--- config.mk ---
export PLATFORM = sky130hd
export DESIGN_NAME = mcu_controller
export DESIGN_NICKNAME = d
export VERILOG_FILES = /design/src/rtl/mcu_pkg.sv /design/src/rtl/mcu_ctrl_decode.sv /design/src/rtl/mcu_controller.sv
export SDC_FILE = /design/constraint.sdc
export NUM_CORES = 1
export LEC_CHECK = 0
export CELL_PAD_IN_SITES_DETAIL_PLACEMENT = 0
export CELL_PAD_IN_SITES_GLOBAL_PLACEMENT = 2
export CORE_ASPECT_RATIO = 0.6
export CORE_UTILIZATION = 23
export CTS_CLUSTER_DIAMETER = 80
export CTS_CLUSTER_SIZE = 10
export DETAILED_ROUTE_END_ITERATION = 8
export GPL_ROUTABILITY_DRIVEN = 0
export PLACE_DENSITY_LB_ADDON = 0.1
export SLEW_MARGIN = 20
export SYNTH_ARGS = -nofsm -noshare
export SYNTH_HDL_FRONTEND = slang
export SYNTH_SLANG_ARGS = --single-unit
--- constraint.sdc ---
create_clock -name clk -period 1.8 [get_ports clk]
set_input_delay 0.27 -clock clk [delete_from_list [all_inputs] [get_ports clk]]
set_output_delay 0.27 -clock clk [all_outputs]
set_load 0.05 [all_outputs]
--- src/rtl/mcu_pkg.sv ---
// mcu_pkg: state encoding, opcodes, ALU function codes and helpers shared by the MCU controller.
package mcu_pkg;
  typedef enum logic [3:0] {
    F0, F1, F2, F3, DEC, ALU0, ALU1, MEM0, MEM1, MEM2, JMP0, PSH0, POP0, HLT, POP1
  } state_t;
  localparam logic [3:0] OP_ALU   = 4'h0;
  localparam logic [3:0] OP_LOAD  = 4'h1;
  localparam logic [3:0] OP_STORE = 4'h2;
  localparam logic [3:0] OP_JMP   = 4'h3;
  localparam logic [3:0] OP_PUSH  = 4'h4;
  localparam logic [3:0] OP_POP   = 4'h5;
  localparam logic [3:0] OP_HALT  = 4'hf;
  localparam logic [2:0] FN_PASS  = 3'd0;
  localparam logic [2:0] FN_INC   = 3'd1;
  localparam logic [2:0] FN_DEC   = 3'd2;
  function automatic logic is_load(input logic [3:0] op);
    return (op == OP_LOAD) || (op == OP_POP);
  endfunction
endpackage

--- src/rtl/mcu_ctrl_decode.sv ---
// mcu_ctrl_decode: combinational strobes from state/latched opcode (status, mem_ready, reset gate a few outputs).
module mcu_ctrl_decode
  import mcu_pkg::*;
(
  input  logic       reset,
  input  logic [3:0] state,
  input  logic [3:0] op,
  input  logic       status,
  input  logic       mem_ready,
  output logic       ld_ir,
  output logic       ld_mar,
  output logic       ld_y,
  output logic       ld_sp,
  output logic       ld_pc,
  output logic       ld_reg,
  output logic       ld_mdr_mem,
  output logic       ld_mdr_z,
  output logic       t_pc,
  output logic       t_sp,
  output logic       t_reg,
  output logic       t_mdr_x,
  output logic       t_mdr_mem,
  output logic [2:0] controller_fn,
  output logic       carry_alu_func,
  output logic       mem_rd,
  output logic       mem_wr,
  output logic       halted
);
  always_comb begin
    ld_ir = 1'b0;
    ld_mar = 1'b0;
    ld_y = 1'b0;
    ld_sp = 1'b0;
    ld_pc = 1'b0;
    ld_reg = 1'b0;
    ld_mdr_mem = 1'b0;
    ld_mdr_z = 1'b0;
    t_pc = 1'b0;
    t_sp = 1'b0;
    t_reg = 1'b0;
    t_mdr_x = 1'b0;
    t_mdr_mem = 1'b0;
    controller_fn = FN_PASS;
    carry_alu_func = 1'b0;
    mem_rd = 1'b0;
    mem_wr = 1'b0;
    halted = 1'b0;
    // reset overrides the decode so strobes drop asynchronously with the state flop
    if (!reset) begin
      case (state_t'(state))
        F0: begin t_pc = 1'b1; ld_mar = 1'b1; end
        F1: begin mem_rd = 1'b1; ld_mdr_mem = mem_ready; end
        F2: begin t_pc = 1'b1; controller_fn = FN_INC; ld_pc = 1'b1; end
        F3: begin t_mdr_x = 1'b1; ld_ir = 1'b1; end
        ALU0: begin t_reg = 1'b1; ld_y = 1'b1; end
        ALU1: begin t_reg = 1'b1; carry_alu_func = 1'b1; ld_reg = 1'b1; end
        MEM0: begin t_reg = 1'b1; ld_mar = 1'b1; end
        MEM1: if (is_load(op)) begin
          mem_rd = 1'b1;
          ld_mdr_mem = mem_ready;
        end else begin
          t_reg = 1'b1;
          ld_mdr_z = 1'b1;
        end
        // POP bumps SP here and defers the register load to POP1 so the x bus has one driver
        MEM2: if (op == OP_POP) begin
          t_sp = 1'b1;
          controller_fn = FN_INC;
          ld_sp = 1'b1;
        end else if (is_load(op)) begin
          t_mdr_x = 1'b1;
          ld_reg = 1'b1;
        end else begin
          mem_wr = 1'b1;
          t_mdr_mem = 1'b1;
        end
        JMP0: begin t_reg = status; ld_pc = status; end
        PSH0: begin t_sp = 1'b1; controller_fn = FN_DEC; ld_sp = 1'b1; ld_mar = 1'b1; end
        POP0: begin t_sp = 1'b1; ld_mar = 1'b1; end
        POP1: begin t_mdr_x = 1'b1; ld_reg = 1'b1; end
        HLT: halted = 1'b1;
        default: ;
      endcase
    end
  end
endmodule

--- src/rtl/mcu_controller.sv ---
// mcu_controller: fetch/decode/execute FSM; clk/reset in, opcode/status/mem_ready in, strobes, fn, state out.
module mcu_controller
  import mcu_pkg::*;
(
  input  logic       clk,
  input  logic       reset,
  input  logic [3:0] opcode,
  input  logic       status,
  input  logic       mem_ready,
  output logic       ld_ir,
  output logic       ld_mar,
  output logic       ld_y,
  output logic       ld_sp,
  output logic       ld_pc,
  output logic       ld_reg,
  output logic       ld_mdr_mem,
  output logic       ld_mdr_z,
  output logic       t_pc,
  output logic       t_sp,
  output logic       t_reg,
  output logic       t_mdr_x,
  output logic       t_mdr_mem,
  output logic [2:0] controller_fn,
  output logic       carry_alu_func,
  output logic       mem_rd,
  output logic       mem_wr,
  output logic       halted,
  output logic [3:0] state
);
  state_t state_q, state_d;
  logic [3:0] op_q, op_d;
  always_ff @(posedge clk or posedge reset) begin
    if (reset) begin
      state_q <= F0;
      op_q <= '0;
    end else begin
      state_q <= state_d;
      op_q <= op_d;
    end
  end
  always_comb begin
    op_d = (state_q == DEC) ? opcode : op_q;
    state_d = state_q;
    case (state_q)
      F0: state_d = F1;
      F1: state_d = mem_ready ? F2 : F1;
      F2: state_d = F3;
      F3: state_d = DEC;
      DEC: case (opcode)
        OP_ALU: state_d = ALU0;
        OP_LOAD, OP_STORE: state_d = MEM0;
        OP_JMP: state_d = JMP0;
        OP_PUSH: state_d = PSH0;
        OP_POP: state_d = POP0;
        OP_HALT: state_d = HLT;
        default: state_d = F0;
      endcase
      ALU0: state_d = ALU1;
      ALU1: state_d = F0;
      MEM0: state_d = MEM1;
      MEM1: state_d = (!is_load(op_q) || mem_ready) ? MEM2 : MEM1;
      MEM2: state_d = is_load(op_q) ? ((op_q == OP_POP) ? POP1 : F0) : (mem_ready ? F0 : MEM2);
      JMP0: state_d = F0;
      PSH0: state_d = MEM1;
      POP0: state_d = MEM1;
      POP1: state_d = F0;
      HLT: state_d = HLT;
      default: state_d = F0;
    endcase
  end
  assign state = state_q;
  mcu_ctrl_decode u_decode (
    .reset(reset), .state(state_q), .op(op_q), .status(status), .mem_ready(mem_ready),
    .ld_ir(ld_ir), .ld_mar(ld_mar), .ld_y(ld_y), .ld_sp(ld_sp), .ld_pc(ld_pc),
    .ld_reg(ld_reg), .ld_mdr_mem(ld_mdr_mem), .ld_mdr_z(ld_mdr_z),
    .t_pc(t_pc), .t_sp(t_sp), .t_reg(t_reg), .t_mdr_x(t_mdr_x), .t_mdr_mem(t_mdr_mem),
    .controller_fn(controller_fn), .carry_alu_func(carry_alu_func),
    .mem_rd(mem_rd), .mem_wr(mem_wr), .halted(halted)
  );
endmodule

* After elaboration in Yosys (flattened, before gate mapping)
Cells that the tools add are included.
** Cells by class
- Reductions and logical operators :: 13
- Muxes and demuxes :: 48
- Equality and inequality tests :: 22
** Operators by type and width (number)
- 4-bit case mux with 10 select lines :: 1
- 4-bit equality test (second input constant) :: 8
- 1-bit two-way mux :: 32
- 4-bit by 3-bit equality test with 1-bit output (second input constant) :: 7
- 4-bit case mux with 6 select lines :: 1
- 4-bit by 2-bit equality test with 1-bit output (second input constant) :: 4
- 1-bit case mux with 2 select lines :: 7
- 4-bit by 1-bit equality test with 1-bit output (second input constant) :: 3
- 4-bit two-way mux :: 3
- 2-bit OR reduction :: 5
- 3-bit case mux with 3 select lines :: 1
- 4-bit logical NOT :: 2
- 3-bit OR reduction :: 2
- 4-bit OR reduction :: 1
- 3-bit two-way mux :: 1
- 1-bit case mux with 3 select lines :: 1
- 1-bit logical OR :: 2
- 2-bit two-way mux :: 1
- 1-bit logical NOT :: 1
** Storage, ports and cells
- Bits in registers :: 8
- Word-level logic and storage cells :: 85

* Logic depth before layout (Yosys ltp)
Gate-level depths: netlist of the first run.
- Depth in word-level cells :: 6
- Mapped depth :: 6
- Gate-level depth less buffers :: 4

* By module
From an unflattened synthesis of the first run, not the netlist that was laid out.
** Second synthesis, totals
- Cells, all modules :: 122
- Area, all modules :: 965.9 um2
** By module, submodules not included
- mcu_controller :: times used 1, area an instance 599.3 um2, cells each 68
- mcu_ctrl_decode :: times used 1, area an instance 366.6 um2, cells each 54

* Least setup slack after synthesis of the first run
No wires, ideal clock.
- Kind :: register to output
- From :: register state_q[1], in the netlist state[1]
- To :: output ld_pc
- Arrival time :: 3.578 ns
- Setup slack :: -2.048 ns
- Stages on the path, launching flop included :: 4
- Required time :: 1.530 ns
- Cells stage by stage :: dfrtp_1 > buf_2 > nand2_1 > a2111oi_0
** On the way
- Longest elaborated chain between the ends :: 3
- Elaborated cells on any way between the ends :: 4
- Classes of those cells :: 2 x eq/ne; 2 x mux
** Ends and longest elaborated chain
- from (decl) :: RTL line mcu_controller.sv:30 : state_t state_q, state_d;
- from (signal assigned) :: RTL line mcu_controller.sv:37 : state_q <= state_d;
- 4-bit equality test or 4-bit by 2-bit equality test with 1-bit output (tied branches) :: RTL line mcu_ctrl_decode.sv:50 : case (state_t'(state))
- 1-bit case mux with 2 select lines * :: RTL line mcu_ctrl_decode.sv:50
- 1-bit two-way mux * :: RTL line mcu_ctrl_decode.sv:49 : if (!reset) begin
- to (decl) :: RTL line mcu_controller.sv:14 : output logic ld_pc,
Every way passes the cells marked *; elsewhere a longest branch is shown, timed or not.

* Final worst setup path of the first run
- From :: register op_q[3]
- To :: output ld_mdr_mem
** On the way
- Longest elaborated chain between the ends :: 5
- Elaborated cells on any way between the ends :: 6
- Classes of those cells :: 2 x eq/ne; 3 x mux; 1 x reduce/logical
** Ends and longest elaborated chain
- from (decl) :: RTL line mcu_controller.sv:31 : logic [3:0] op_q, op_d;
- from (signal assigned) :: RTL line mcu_controller.sv:38 : op_q <= op_d;
- 4-bit by 1-bit equality test with 1-bit output or 4-bit by 3-bit equality test with 1-bit output (tied branches) :: RTL line mcu_pkg.sv:17 : return (op == OP_LOAD) || (op == OP_POP);
- 1-bit logical OR * :: RTL line mcu_pkg.sv:17
- 1-bit two-way mux * :: RTL line mcu_ctrl_decode.sv:58 : MEM1: if (is_load(op)) begin
- 1-bit case mux with 2 select lines * :: RTL line mcu_ctrl_decode.sv:50
- 1-bit two-way mux * :: RTL line mcu_ctrl_decode.sv:49
- to (decl) :: RTL line mcu_controller.sv:16 : output logic ld_mdr_mem,
Marks and branches as above.

==> summary.md, run 1 <==
| Metric | Value |
|---|---|
| Syn Area/Cell | 7.71 µm² |
| Critical path's top delay family | simple AND/OR/NAND/NOR gates |
| Fillers | 259 |
| Core box area | 0.00336 mm² |
| Via/cell ratio | 4.94 |
| GRT Total Usage | 0.187 |
| Crit path capture type | output pin |
| # nets final | 184 |
| DR DRC count | 0 |
| Pins over their slew limit | 0 |
| Pwr Density | 1510 mW/mm² |
| Dpl ws | -61.1 ps |
| H-tree levels | 1 |
| Final instance area | 0.00207 mm² |
| Crit path arrival time | 1740 ps |
| First-pass GRT wire length | 5650 µm |
| DR vias | 1086 |
| FF-to-FF Start | state[0]$_DFF_PP0_ |
| DP Wirelength | 2390 µm |
| Fin util | 0.615 |
| Area of the multi-input gates | 850 µm² |
| Min-delay worst type | input pin to asynchronous set/reset pin |
| Die area | 0.00391 mm² |
| CTS tree | built |
| Crit Path Max Fanout | 2 |
| Post-synth top area share | 0.238 |
| Reg clk slew, reported paths | 50 ps |
| Crit-path cells | nor3b_4 > nand2_2 > buf_6 > mux2_4 > and3b_2 > buf_12 |
| Post-Syn Nets | 117 |
| Fmax | 0.497 GHz |
| Area after DPL | 0.00170 mm² |
| Slowest CP cell | dfrtp_1 |
| Chip Height | 48.8 µm |
| Endpoints failing hold | 0 |
| Sink Count | 8 |
| Die W | 80.1 µm |
| Violated checks | negative setup slack |
| WP depth | 6 |
| CP Buf/Inv Count | 2 |
| Initial core utilization | 0.250 |
| Synth Instances | 109 |
| Initial antenna violation count | 0 |
| Root buf cell | clkbuf_8 |
| GR Overflow Total | 0 |
| Setup crit start kind | flip-flop |
| Outcome | finished with violations |
| CTS Hold Bufs | 0 |
| CP max stage delay | 400 ps |
| Vias in the first global route | 1105 |
| Drt first pass iters | 4 |
| Ant diodes | 0 |
| Drt wl/cell | 15.0 µm |
| Worst Setup SP | op_q[3]$_DFFE_PP0P_ |
| CP Class | flip-flop to output pin |
| CP required | 1530 ps |
| Final period util | 1.12 |
| FF+latch area | 208 µm² |
| Worst IR Drop VDD | 825 µV |
| DRT iter0 DRCs | 63 |
| Area leader, netlist | dfrtp_1 |
| Fraction of layout cells with a size suffix above 1 | 0.657 |
| Lkg Pwr | 0.809 nW |
| Routed WL | 3310 µm |
| Row cnt | 16 |
| PortBufs | 30 |
| R2r worst-path depth | 7 |
| Cell variety after synth | 40 |
| Io pins | 32 |
| Area growth from synthesis to layout | 146% |
| Mapped Area | 841 µm² |
| Largest net degree at the start of global routing | 15 |
| Power Total | 3.12 mW |
| Setup Skew | 5.51 ps |
| R2R Setup Slk | 140 ps |
| Post-DRT Antenna Nets | 0 |
| Tmin final | 2010 ps |
| Setup TNS after final layout | -1390 ps |
| Clk_lat worst skew | 230 ps |
| Register area share after synthesis | 0.238 |
| RSZ-0062 raised after global routing | true |
| Area contributors post-synth | dfrtp_1 (24%), mux2_2 (6.7%), a21oi_1 (4.8%), nand2b_1 (4.5%), nor3_1 (4.2%) |
| Synth Register Bits | 8 |
| Final worst setup slack | -211 ps |
| CTS max path bufs | 2 |
| YS warnings | 0 |
| Max-cap viol count | 0 |
| # setup viols final | 14 |
| Num CTS Buffers | 3 |
[area by class of cell]
| type | instances | area share |
|---|---|---|
| timing repair buffer | 73 | 0.429 |
| multi-input combinational | 85 | 0.411 |
| sequential | 8 | 0.100 |
| tap | 45 | 0.0272 |
| clock buffer | 4 | 0.0218 |
| inverter | 5 | 0.0103 |
[report_power, final]
| group | total [mW] | switching (mW) | internal [mW] |
|---|---|---|---|
| registers | 0.380 | 0.104 | 0.276 |
| clock network | 0.232 | 0.0776 | 0.154 |
| logic | 2.51 | 1.26 | 1.25 |
| total | 3.12 | 1.44 | 1.68 |
[worst reg2reg max path: cells and delay by family (launching register included)]
kind / cells / cell delay (ps)
flip-flops: 1 / 500
buffers and inverters: 3 / 420
AO/OA/AOI/OAI: 2 / 380
AND/OR/NAND/NOR: 2 / 240
[per-layer routing]
metal | vias to the layer above | part of all wire | global-route usage
met4 | 0 | 0.014 | 0.0387
met3 | 8 | 0.041 | 0.0393
met1 | 510 | 0.50 | 0.284
li1 | 535 | - | -
met2 | 33 | 0.44 | 0.271
met5 | - | 0 | 0
[through the flow]
| step | hold WS (ps) | cells |
|---|---|---|
| 6_report | 326 | 220 |
| 5_1_grt | 349 | 220 |
| 4_1_cts | 310 | 217 |
| 2_1_floorplan | 102 | 109 |
| 3_3_place_gp | 499 | 197 |
| 3_5_place_dp | 501 | 197 |
[worst paths after layout]
kind | to
max in group asynchronous | state[0]$_DFF_PP0_
worst min-delay path | state[3]$_DFF_PP0_
min in group clk | op_q[0]$_DFFE_PP0P_
worst max-delay path | ld_mdr_mem
worst min register to register | op_q[0]$_DFFE_PP0P_
worst max register to register | state[1]$_DFF_PP0_
[cell usage in the layout, fill, tap and decap left out, types with 3 or more instances in the layout]
cell type / Yosys / layout
nand2b_4: 0 / 3
buf_6: 0 / 9
nor3_4: 1 / 5
clkdlybuf4s50_1: 0 / 5
buf_4: 2 / 33
buf_8: 0 / 3
clkbuf_8: 0 / 3
nand2_1: 6 / 4
nor4_4: 0 / 3
nand4_1: 3 / 3
nand2b_1: 6 / 3
nor2_4: 0 / 3
o21ai_0: 4 / 3
a21oi_1: 8 / 5
inv_1: 5 / 4
a21oi_4: 0 / 4
mux2_2: 5 / 4
nor3_1: 7 / 3
nor2_1: 7 / 4
dfrtp_1: 8 / 4
dfrtp_2: 0 / 3
buf_12: 0 / 20
[what timing repair did]
| item | in CTS | in global routing |
|---|---|---|
| resized for setup | 33 | 8 |
| pin swaps | 14 | 13 |
| buffers inserted | 16 | 4 |
| setup endpoints to repair | 14 | 17 |
[kinds of logic (layout without fill, tap and decap cells)]
family,after synthesis,after routing,synth area share
simple gates,49,49,0.354
compound gates,27,27,0.217
buf+inv,16,82,0.0863
flops,8,8,0.238
mux,5,5,0.0670
xor+xnor,2,2,0.0208
fa+ha+maj,1,1,0.0119
other cells,1,1,0.00446
[synthesized netlist by cell type, drive strengths merged]
master	instances
a21oi	10
dfrtp	8
nor3	8
nand2	7
nor2	7
buf	6
nand2b	6
clkbuf	5
inv	5
mux2	5
nor2b	5
o21ai	4
nand4	3
nor4	3
a2111oi	2
a31oi	2
nand3	2
nand3b	2
xnor2	2
a21boi	1
a311o	1
a41oi	1
and2	1
and3b	1
conb	1
maj3	1
nor3b	1
nor4b	1
o21a	1
o22ai	1
o311ai	1
o31ai	1
o32a	1
o32ai	1
or2	1
or4	1
[sequential cells by signal, indices dropped and copies added, names as in the netlist]
| signal | flops |
|---|---|
| op_q | 4 |
| state | 4 |
No activity file was read; power rests on OpenSTA's default activity.
==> run 2, diff against run 1 <==
--- a/config.mk
+++ b/config.mk
@@ -5,6 +5,7 @@
 export SDC_FILE = /design/constraint.sdc
 export NUM_CORES = 1
 export LEC_CHECK = 0
+export ABC_CLOCK_PERIOD_IN_PS = 1800
 export CELL_PAD_IN_SITES_DETAIL_PLACEMENT = 0
 export CELL_PAD_IN_SITES_GLOBAL_PLACEMENT = 2
 export CORE_ASPECT_RATIO = 0.6
@@ -13,8 +14,9 @@
 export CTS_CLUSTER_SIZE = 10
 export DETAILED_ROUTE_END_ITERATION = 8
 export GPL_ROUTABILITY_DRIVEN = 0
+export HOLD_SLACK_MARGIN = 0.05
 export PLACE_DENSITY_LB_ADDON = 0.1
-export SLEW_MARGIN = 20
+export SLEW_MARGIN = 10
 export SYNTH_ARGS = -nofsm -noshare
 export SYNTH_HDL_FRONTEND = slang
 export SYNTH_SLANG_ARGS = --single-unit
==> results of run 2 <==
Same layout as run 1: the final DEF is identical, and so are final timing and power.
